**src/rtl/run_length_detector_if.sv**
```systemverilog
// Serial run detector bus: sampled data,
// qualifiers and detection outputs.
interface run_length_detector_if #(
  parameter int CNT_W = 8
);
  logic             x;
  logic             en;
  logic [1:0]       mode;
  logic             overlap;
  logic             clr_cnt;
  logic             z;
  logic             z_q;
  logic             run_bit;
  logic [CNT_W-1:0] det_cnt;

  modport master (
    output x, en, mode, overlap, clr_cnt,
    input  z, z_q, run_bit, det_cnt
  );

  modport slave (
    input  x, en, mode, overlap, clr_cnt,
    output z, z_q, run_bit, det_cnt
  );
endinterface

```
**src/rtl/run_length_detector.sv**
```systemverilog
// Parametrised run detector: flags RUN_LEN
// equal sampled bits with a saturating hit count.
module run_length_detector #(
  parameter int RUN_LEN = 3,
  parameter int CNT_W   = 8
) (
  input logic clk,
  input logic rst,
  run_length_detector_if.slave b
);
  localparam int CW = $clog2(RUN_LEN);
  localparam logic [CW-1:0] TOP =
    CW'(RUN_LEN - 1);
  localparam logic [CNT_W-1:0] CMAX = '1;

  typedef enum logic {
    EMPTY = 1'b0,
    TRACK = 1'b1
  } st_t;

  st_t              st_q, st_d;
  logic [CW-1:0]    cnt_q, cnt_d;
  logic             last_q, last_d;
  logic             zq_q;
  logic [CNT_W-1:0] det_q, det_d;
  logic             hit;
  logic             allow;
  logic             z;

  // state, run tracking and output registers
  always_ff @(posedge clk or posedge rst) begin
    if (rst) begin
      st_q   <= EMPTY;
      cnt_q  <= '0;
      last_q <= 1'b0;
      zq_q   <= 1'b0;
      det_q  <= '0;
    end else begin
      st_q   <= st_d;
      cnt_q  <= cnt_d;
      last_q <= last_d;
      zq_q   <= z;
      det_q  <= det_d;
    end
  end

  // next state: run length follows sampled bits only
  always_comb begin
    st_d   = st_q;
    cnt_d  = cnt_q;
    last_d = last_q;
    if (b.en) begin
      unique case (st_q)
        EMPTY: begin
          st_d   = TRACK;
          last_d = b.x;
          cnt_d  = CW'(1);
        end
        TRACK: begin
          if (b.x != last_q) begin
            last_d = b.x;
            cnt_d  = CW'(1);
          end else if (cnt_q != TOP) begin
            cnt_d = cnt_q + 1'b1;
          end else if (z && !b.overlap) begin
            st_d  = EMPTY;
            cnt_d = '0;
          end
        end
        default: begin
          st_d = EMPTY;
        end
      endcase
    end
  end

  // outputs: Mealy detect and saturating count
  always_comb begin
    allow = 1'b0;
    unique case (1'b1)
      b.mode[1]:
        allow = 1'b1;
      (!b.mode[1] && !b.mode[0]):
        allow = b.x;
      (!b.mode[1] && b.mode[0]):
        allow = !b.x;
      default:
        allow = 1'b0;
    endcase
    hit = !rst && b.en &&
          (st_q == TRACK) &&
          (b.x == last_q) &&
          (cnt_q == TOP);
    z = hit && allow;
    det_d = det_q;
    if (b.clr_cnt) begin
      det_d = '0;
    end else if (z && det_q != CMAX) begin
      det_d = det_q + 1'b1;
    end
  end

  assign b.z       = z;
  assign b.z_q     = zq_q;
  assign b.run_bit = last_q;
  assign b.det_cnt = det_q;
endmodule

```
**src/flat_wrapper.sv**
```systemverilog
// flat-port wrapper written by rule: the top's interface ports become plain ports
module run_length_detector_flat 
#(
  parameter int RUN_LEN = 3,
  parameter int CNT_W   = 8
)
  (clk, rst, b_x, b_en, b_mode, b_overlap, b_clr_cnt, b_z, b_z_q, b_run_bit, b_det_cnt);
  run_length_detector_if #(.CNT_W(CNT_W)) b_i ();
  input logic clk;
  input logic rst;
  input wire logic [$bits(b_i.x)-1:0] b_x;
  input wire logic [$bits(b_i.en)-1:0] b_en;
  input wire logic [$bits(b_i.mode)-1:0] b_mode;
  input wire logic [$bits(b_i.overlap)-1:0] b_overlap;
  input wire logic [$bits(b_i.clr_cnt)-1:0] b_clr_cnt;
  output wire logic [$bits(b_i.z)-1:0] b_z;
  output wire logic [$bits(b_i.z_q)-1:0] b_z_q;
  output wire logic [$bits(b_i.run_bit)-1:0] b_run_bit;
  output wire logic [$bits(b_i.det_cnt)-1:0] b_det_cnt;
  assign b_i.x = b_x;
  assign b_i.en = b_en;
  assign b_i.mode = b_mode;
  assign b_i.overlap = b_overlap;
  assign b_i.clr_cnt = b_clr_cnt;
  assign b_z = b_i.z;
  assign b_z_q = b_i.z_q;
  assign b_run_bit = b_i.run_bit;
  assign b_det_cnt = b_i.det_cnt;
  run_length_detector #(.RUN_LEN(RUN_LEN), .CNT_W(CNT_W)) u_core (.clk(clk), .rst(rst), .b(b_i));
endmodule
```
**config.mk**
```make
export PLATFORM = sky130hd
export DESIGN_NAME = run_length_detector_flat
export DESIGN_NICKNAME = d
export VERILOG_FILES = /design/src/rtl/run_length_detector_if.sv /design/src/rtl/run_length_detector.sv /design/src/flat_wrapper.sv
export SDC_FILE = /design/constraint.sdc
export NUM_CORES = 1
export LEC_CHECK = 0
export BUFFER_PORTS_ARGS = -buffer_cell sky130_fd_sc_hd__buf_2
export CORE_UTILIZATION = 39
export DETAILED_ROUTE_END_ITERATION = 10
export PLACE_DENSITY_LB_ADDON = 0.15
export SYNTH_ARGS = -nofsm -noshare
export SYNTH_HDL_FRONTEND = slang
export SYNTH_SLANG_ARGS = --single-unit
```
**constraint.sdc**
```tcl
create_clock -name clk -period 3.4 [get_ports clk]
set_clock_uncertainty 0.1 [all_clocks]
set_input_delay 0.51 -clock clk [delete_from_list [all_inputs] [get_ports clk]]
set_output_delay 0.51 -clock clk [all_outputs]
set_load 0.01 [all_outputs]
```
==> results of run 1 <==
==> metal layers <==
metal / share of wire / global-route usage / up-vias
li1: - / - / 324
met1: 0.46 / 0.248 / 329
met2: 0.49 / 0.282 / 19
met3: 0.040 / 0.0238 / 4
met4: 0.011 / 0.0706 / 0
met5: 0 / 0 / -
==> state kept, by name, indices dropped and copies added (netlist names) <==
register / flops
u_core.b.run_bit: 1
u_core.st_q: 1
u_core.b.det_cnt: 8
u_core.cnt_q: 2
u_core.b.z_q: 1
==> layout by cell type, fill, tap and decap left out, types with 2 or more instances in the layout <==
cell type  synthesis  routed
nor4_1             3       3
nor2b_1            6       6
mux2_1             5       5
dfrtp_1           13      13
buf_2              1      18
or4_1              2       2
nand2_1            4       4
nand3_1            3       3
a21oi_1            3       3
clkbuf_4           0       3
nand4_1            4       4
o31ai_1            2       2
nor2_1            10      10
==> worst max-delay path, stage by stage, from the launching register on <==
cell	delay, ns
dfrtp_1	0.41
xnor2_1	0.27
nand4b_2	0.26
nor2_1	0.22
buf_2	0.16
==> final cells by class <==
class	instances	area (sq um)
tap	25	31.3
fill	184	875
multi-input combinational	60	413
inverter	1	3.75
clock buffer	4	26.3
timing repair buffer	18	90.1
sequential	13	325
==> power groups by stage <==
| stage | Combinational (W) | Clock, W | Sequential [W] |
|---|---|---|---|
| after floorplan | 0.0000305 | 0 | 0.000175 |
| after global placement | 0.0000438 | 0 | 0.000176 |
| after detailed placement | 0.0000454 | 0 | 0.000176 |
| after CTS | 0.0000456 | 0.000101 | 0.000173 |
| after global routing | 0.0000502 | 0.000105 | 0.000175 |
| final | 0.0000450 | 0.0000960 | 0.000173 |
==> through the flow <==
| step | utilization | hold WS [ns] |
|---|---|---|
| 2_1_floorplan | - | 0.287 |
| 3_3_place_gp | 0.489 | 0.451 |
| 3_5_place_dp | 0.489 | 0.457 |
| 4_1_cts | 0.504 | 0.183 |
| 5_1_grt | 0.504 | 0.215 |
| 6_report | 0.504 | 0.165 |
==> worst min path at each step <==
stage,startpoint,to,slack [ns],cells after the start
floorplan,rst,u_core.b.det_cnt[0],0.29,1
global placement,u_core.st_q,u_core.st_q,0.45,1
detailed placement,u_core.st_q,u_core.st_q,0.46,1
CTS,rst,u_core.b.run_bit,0.18,2
global route,rst,u_core.b.det_cnt[4],0.21,2
finish,rst,u_core.b.run_bit,0.16,2
==> cell families after synthesis <==
| group | after synthesis | share of synthesized area |
|---|---|---|
| xor+xnor | 2 | 0.0233 |
| mux | 6 | 0.0900 |
| buf+inv | 3 | 0.0167 |
| compound gates | 12 | 0.117 |
| fa+ha+maj | 1 | 0.0167 |
| flops | 13 | 0.433 |
| simple gates | 39 | 0.303 |
==> impl_results.md, run 1 <==
* Status: finished, final reports clean
* Leak Pwr at 0.419 nW
* Placed instance count at 117
* Most common flop cell mapped by yosys: dfrtp_1
* Crit path kind: reg -> out
* Critical Path Fanout Max at 8
* Initial antenna violation count at 0
* CP Launch Type: flop
* Reg2Reg Depth at 4
* Cell taking the most area after synthesis: dfrtp_1
* Post-CTS Hold Buffers at 0
* Clock Sinks at 13
* Post-CTS setup buffers at 0
* H-tree levels at 1
* Max Slew Vio Count at 0
* Fraction of layout cells with a size suffix above 1 at 0.281
* RR Startpoint: u_core.b.run_bit
* Switching power at 0.0000873 W
* Crit path time final at ~2.2 ns
* Die ar. at 2100 sq um
* CTS Buf Count at 3
* IO Port Bufs at 18
* Worst-margin pin slew at 0.518 ns
* Area Overhead vs Synth at 18.5%
* Core area at ~1800 sq um
* Power Total at 0.000314 W
* Crit end category: output pin
* PostCTS Resize Cnt at 0
* Overall die width at 45.9 um
* First-pass GRT wire length at between 2 and 3 mm
* Synth cell types at 32
* Clk buf depth at 2
* RD Place Congestion at 0.733
* Reg power frac at 0.551
* # DRC at 0
* Vias post-DR at around 680
* Synth cell count leaders: 13 x dfrtp_1, 10 x nor2_1, 6 x nor2b_1, 5 x mux2_1
* Clock root buffer: clkbuf_4
* Final Instance Area at just under 900 sq um
* Worst hold-check path type: in -> async
* FF+latch count, synth at 13
* CTS tree: built
* Largest net degree at the start of global routing at 14
* CP endpoint: b_z
* Syn Area/Cell at 9.88 sq um
* Number of flops mapped to enable cells by yosys at 0
* Remaining global-route overflow at 0
* Placed Area at 863 sq um
* Required @ worst endpoint at 2.79 ns
* Initial drt markers at 14
* Ranking of synthesized cells by area: dfrtp_1 43%, mux2_1 7.5%, nor2_1 5.0%
* Final ANT Viol Nets at 0
* Setup TNS at 0 ns
* Io pins at 19
* Nets at 106
* Power Internal at 0.000227 W
* MaxCap Viol Count at 0
* Rows at 15
* Cells after Synth at 76
* WL/cell at 13.2 um
* Final Non-Filler Cells at 121
* Total Wirelength at 1.60 mm
* Clk pwr share at 0.306
* Arr. time, crit path at 1.60 ns
* Synthesis warning total at 0
* # setup viols final at 0
* Pwr dens at 353 nW/um^2
* Top-count cell post-synth: dfrtp_1
* DIE HEIGHT at 45.9 um
* Final Cycle Share at 0.649
* Setup WS post-layout at between 1 and 1.5 ns
* Syn Nets at 85
* Place WS at 1.25 ns
* Maximum clock rate at 0.453 GHz
* Via density at 5.59
* Worst-skew pair later-pin latency at 0.27 ns
* Sequential share of the synthesized area at 0.433
* Synth top area share at 0.433
* Net Sw Frac at 0.278
* Worst-path clk slew at ~0.08 ns
* VDD IR max at 0.202 mV
* RSZ-0062 raised after global routing: false
* Critical Path Start: u_core.b.run_bit
* Comb power frac at 0.143
* Fin. Hold Viols at 0
* # diodes at 0
* Initial core utilization at 0.426
* Gr usage total at 0.179
* Slew Limit Headroom at 0.654
* DR pass1 iterations at 4
* FF-to-FF End: u_core.b.det_cnt[4]
* R2r setup slk at 1.49 ns
* Post-DP HPWL at 1.19 mm
* Vias in the first global route at 619
* Area of the mapped netlist at 751 sq um
* Async SR Flop Fraction at 1.00
Power figures use the tool's default switching activity.
==> run 2: changes to the inputs <==
Clock period 3.4 ns to 1.9 ns, I/O delays scaled along.
==> impl_results.md, run 2 (synthesized netlist as in run 1, its figures left out) <==
* Area Overhead vs Synth at 27.3% (was 18.5%)
* Initial drt markers at 13 (was 14)
* CTS tree: built (unchanged)
* Maximum clock rate at ~0.56 GHz
* Slew Limit Headroom at 0.675 (was 0.654)
* Fraction of layout cells with a size suffix above 1 at 0.333 (was 0.281)
* Crit path kind: reg -> reg (was reg -> out)
* First-pass GRT wire length at 2.75 mm (was 2.66 mm)
* DIE HEIGHT at 45.9 um (unchanged)
* Critical Path Fanout Max at 6 (was 8)
* Final Cycle Share at 0.936
* DR pass1 iterations at 4 (unchanged)
* Vias in the first global route at 628 (was 619)
* IO Port Bufs at 18 (unchanged)
* Crit path time final at 1.78 ns
* MaxCap Viol Count at 0 (unchanged)
* Via density at 5.43 (was 5.59)
* Multi-input logic area at 432 sq um (was 413 sq um)
* Largest register FFs at 8 (unchanged)
* Worst-path clk slew at 0.07 ns (was 0.08 ns)
* Setup TNS at 0 ns (unchanged)
* Leading cell types in the layout, fill and taps excluded: 18 x buf_2, 13 x dfrtp_1, 9 x nor2_1 (was 18 x buf_2, 13 x dfrtp_1, 10 x nor2_1)
* Arr. time, crit path at 1.84 ns (was 1.60 ns)
* # DRC at 0 (unchanged)
* Fin. Hold Viols at 0 (unchanged)
* RSZ-0062 raised after global routing: false (unchanged)
* Required @ worst endpoint at 1.96 ns (was 2.79 ns)
* Status: finished, final reports clean (unchanged)
* WL/cell at 12.6 um (was 13.2 um)
* Die ar. at 2100 sq um (unchanged)
* Worst hold-check path type: in -> reg (was in -> async)
* Post-DP HPWL at 1.18 mm (was 1.19 mm)
* Final ANT Viol Nets at 0 (unchanged)
* Nets at 112 (was 106)
* Clk buf depth at 2 (unchanged)
* Most common cell after layout, fill and taps aside: buf_2 (unchanged)
* Place WS at 0.0362 ns (was 1.25 ns)
* Initial antenna violation count at 0 (unchanged)
* Crit end category: flop (was output pin)
* Overall die width at 45.9 um (unchanged)
* CTS Buf Count at 3 (unchanged)
* H-tree levels at 1 (unchanged)
* Core area at 1760 sq um (unchanged)
* Worst-skew pair later-pin latency at 0.28 ns (was 0.27 ns)
* # setup viols final at 0 (unchanged)
* RD Place Congestion at 0.737 (was 0.733)
* Largest net degree at the start of global routing at 14 (unchanged)
* Setup WS post-layout at 0.121 ns (was 1.19 ns)
* Gr usage total at 0.189 (was 0.179)
* Pwr dens at 607 nW/um^2 (was 353 nW/um^2)
* Max Slew Vio Count at 0 (unchanged)
* Vias post-DR at 689 (was 676)
* FF+latch area at 325 sq um (unchanged)
* CP Launch Type: flop (unchanged)
* Clock root buffer: clkbuf_4 (unchanged)
* Total Wirelength at 1.60 mm (about the same)
* Remaining global-route overflow at 0 (unchanged)
* Leak Pwr at 0.461 nW (was 0.419 nW)
* Initial core utilization at 0.426 (unchanged)
* Io pins at 19 (unchanged)
* VDD IR max at 0.525 mV (was 0.202 mV)
* Worst-margin pin slew at 0.487 ns (was 0.518 ns)
* # diodes at 0 (unchanged)
* Filler cells at 180 (was 184)
* Rows at 15 (unchanged)
* Clock Sinks at 13 (unchanged)
## run 2: final timing paths
path | startpoint | end | depth (start not counted) | slack [ns]
min in group asynchronous | rst | u_core.b.det_cnt[6] | 3 | 0.47
max in group asynchronous | rst | u_core.cnt_q[0] | 3 | 0.89
min | b_overlap | u_core.st_q | 2 | 0.16
max | u_core.b.det_cnt[4] | u_core.b.det_cnt[4] | 4 | 0.12
min reg2reg | u_core.b.run_bit | u_core.b.run_bit | 1 | 0.49
max reg2reg | u_core.b.det_cnt[4] | u_core.b.det_cnt[4] | 4 | 0.12
## run 2: stage by stage
stage	cells	hold slack, ns	power [W]	area (sq um)	utilization
finish	127	0.163	0.000580	956	0.542
global route	127	0.140	0.000621	956	0.542
CTS	126	0.156	0.000584	946	0.536
detailed placement	121	0.253	0.000397	893	0.506
global placement	121	0.259	0.000395	893	0.506
floorplan	76	0.0620	0.000367	751	-
## run 2: repair_timing
| item | 4_1_cts | 5_1_grt |
|---|---|---|
| endpoints found under the hold margin | 13 | 0 |
| hold buffers | 1 | 0 |
| gates resized for setup | 2 | 1 |
| endpoints found under the setup margin | 1 | 1 |
| pin swaps | 0 | 1 |
| cloned | 0 | 0 |
| setup buffers | 0 | 1 |
## run 2: worst max-delay path, cell delays in order, from the launching register on
cell and delay, ns:
dfrtp_1 0.44, and4_4 0.21, and4_1 0.26, nor4_1 0.30
mux2_1 0.35
## run 2: layout make-up
class,instances,share of cell area
inverter,1,0.00393
multi-input combinational,60,0.452
tap,25,0.0327
sequential,13,0.340
clock buffer,4,0.0275
timing repair buffer,24,0.144
## run 2: metal layers
metal,wire (um),track usage,vias up,share of wire
met2,737,0.290,16,0.46
li1,-,-,337,-
met3,79,0.0714,4,0.049
met1,754,0.241,332,0.47
met4,33,0.0706,0,0.021
met5,0,0,-,0
## run 2: where the power goes
part / leakage, nW / internal [W] / switching [W]
combinational: 0.277 / 0.0000447 / 0.0000493
sequential: 0.170 / 0.000291 / 0.0000220
clock: 0.0150 / 0.0000815 / 0.0000919
==> run 3: changes to the inputs <==
Settings changed: BUFFER_PORTS_ARGS -buffer_cell sky130_fd_sc_hd__buf_2 to -buffer_cell sky130_fd_sc_hd__buf_4.
==> impl_results.md, run 3 (synthesized netlist as in run 1, its figures left out) <==
* Setup TNS at 0 ns (unchanged)
* Worst-margin pin slew at 0.517 ns (was 0.487 ns)
* DR pass1 iterations at 4 (unchanged)
* Placed Area at 946 sq um (was 893 sq um)
* Overall die width at 45.9 um (unchanged)
* VDD IR max at 0.388 mV (was 0.525 mV)
* Initial drt markers at 12 (was 13)
* Final Non-Filler Cells at 128 (was 127)
* Clock Sinks at 13 (unchanged)
* Most common cell after layout, fill and taps aside: buf_4 (was buf_2)
* First-pass GRT wire length at 2.73 mm (was 2.75 mm)
* Fraction of layout cells with a size suffix above 1 at 0.330 (was 0.333)
* IO Port Bufs at 18 (unchanged)
* Remaining global-route overflow at 0 (unchanged)
* Arr. time, crit path at 1.41 ns (was 1.84 ns)
* Min Hold Slack at 0.128 ns (was 0.163 ns)
* Nets at 113 (was 112)
* MaxCap Viol Count at 0 (unchanged)
* CTS Buf Count at 3 (unchanged)
* R2r setup slk at 0.10 ns (was 0.12 ns)
* H-tree levels at 1 (unchanged)
* Leak Pwr at 0.473 nW (was 0.461 nW)
* Clock root buffer: clkbuf_4 (unchanged)
* Final ANT Viol Nets at 0 (unchanged)
* Rows at 15 (unchanged)
* Crit path kind: reg -> out (was reg -> reg)
* # DRC at 0 (unchanged)
* Power Total at 0.000588 W (was 0.000580 W)
* Post-DP HPWL at 1.23 mm (was 1.18 mm)
* Largest net degree at the start of global routing at 14 (unchanged)
* Critical Path Fanout Max at 8 (was 6)
* Total Wirelength at 1.68 mm (was 1.60 mm)
* Die ar. at 2100 sq um (unchanged)
* Area Overhead vs Synth at 34.0% (was 27.3%)
* CP Launch Type: flop (unchanged)
* Vias in the first global route at 613 (was 628)
* Final Instance Area at 1010 sq um (was 956 sq um)
* RSZ-0062 raised after global routing: false (unchanged)
* DIE HEIGHT at 45.9 um (unchanged)
* Vias post-DR at 681 (was 689)
* Initial antenna violation count at 0 (unchanged)
* Placed instance count at 122 (was 121)
* Worst hold-check path type: in -> reg (unchanged)
* Fin. Hold Viols at 0 (unchanged)
* Clk buf depth at 2 (unchanged)
* Initial core utilization at 0.426 (unchanged)
* Core area at 1760 sq um (unchanged)
* WL/cell at 13.1 um (was 12.6 um)
* # setup viols final at 0 (unchanged)
* Final Cycle Share at 0.947 (was 0.936)
* Slew Limit Headroom at 0.655 (was 0.675)
* Max Slew Vio Count at 0 (unchanged)
* # diodes at 0 (unchanged)
* CTS tree: built (unchanged)
* Status: finished, final reports clean (unchanged)
* Io pins at 19 (unchanged)
* Crit end category: output pin (was flop)
* Maximum clock rate at 0.556 GHz (was 0.562 GHz)
* Via density at 5.32 (was 5.43)
* Required @ worst endpoint at 1.51 ns (was 1.96 ns)
* Crit path time final at 1.80 ns (was 1.78 ns)
* Worst-skew pair later-pin latency at 0.27 ns (was 0.28 ns)
* Largest register FFs at 8 (unchanged)
* RD Place Congestion at 0.793 (was 0.737)
* Pwr dens at 585 nW/um^2 (was 607 nW/um^2)
* Worst-path clk slew at 0.08 ns (was 0.07 ns)
* Leading cell types in the layout, fill and taps excluded: 24 x buf_4, 13 x dfrtp_1, 10 x nor2_1 (was 18 x buf_2, 13 x dfrtp_1, 9 x nor2_1)
* Gr usage total at 0.184 (was 0.189)
## run 3: cell types whose count changed in the layout (fill, tap and decap cells not counted), sizes merged
cell / delta
buf: +1
## run 3: final timing paths
kind	startpoint	endpoint	cells past startpoint
worst min register to register	u_core.b.det_cnt[1]	u_core.b.det_cnt[1]	2
worst min-delay path	b_en	u_core.cnt_q[0]	2
max in group asynchronous	rst	u_core.b.det_cnt[1]	3
min in group asynchronous	rst	u_core.b.z_q	3
worst max register to register	u_core.b.det_cnt[6]	u_core.b.det_cnt[4]	4
worst max-delay path	u_core.b.run_bit	b_z	4
## run 3: layout make-up
cell class | instances | area, sq um
clock buffers | 4 | 26.3
fillers | 179 | 758
inverters | 1 | 3.75
multi-input cells | 60 | 429
flip-flops and latches | 13 | 325
well taps | 25 | 31.3
repair buffers | 25 | 190
## run 3: power breakdown
| group | switching (W) | internal (W) | leakage (nW) |
|---|---|---|---|
| sequential | 0.0000237 | 0.000291 | 0.170 |
| clock | 0.0000916 | 0.0000814 | 0.0150 |
| combinational | 0.0000501 | 0.0000506 | 0.288 |
## run 3: repair_timing
item / in CTS / in global routing
endpoints found under the hold margin: 13 / 0
buffers inserted: 0 / 1
pin swaps: 0 / 1
gates resized for setup: 1 / 1
endpoints found under the setup margin: 2 / 4
hold buffers: 1 / 0
## run 3: stage by stage
| step | worst slack (ns) | utilization |
|---|---|---|
| 2_1_floorplan | 0.121 | - |
| 3_3_place_gp | 0.0803 | 0.536 |
| 3_5_place_dp | 0.00370 | 0.536 |
| 4_1_cts | 0.0116 | 0.561 |
| 5_1_grt | 0.0146 | 0.570 |
| 6_report | 0.101 | 0.570 |
## run 3: critical path: stages (launching register included)
cell and delay, ns:
dfrtp_1 0.42, xnor2_2 0.22, nand4b_4 0.18, nor2_1 0.17, buf_4 0.14
## run 3: layer usage
layer  track usage  wire length [um]
met2         0.282               824
met5             0                 0
met3        0.0238                66
met1         0.261               770
met4        0.0706                15
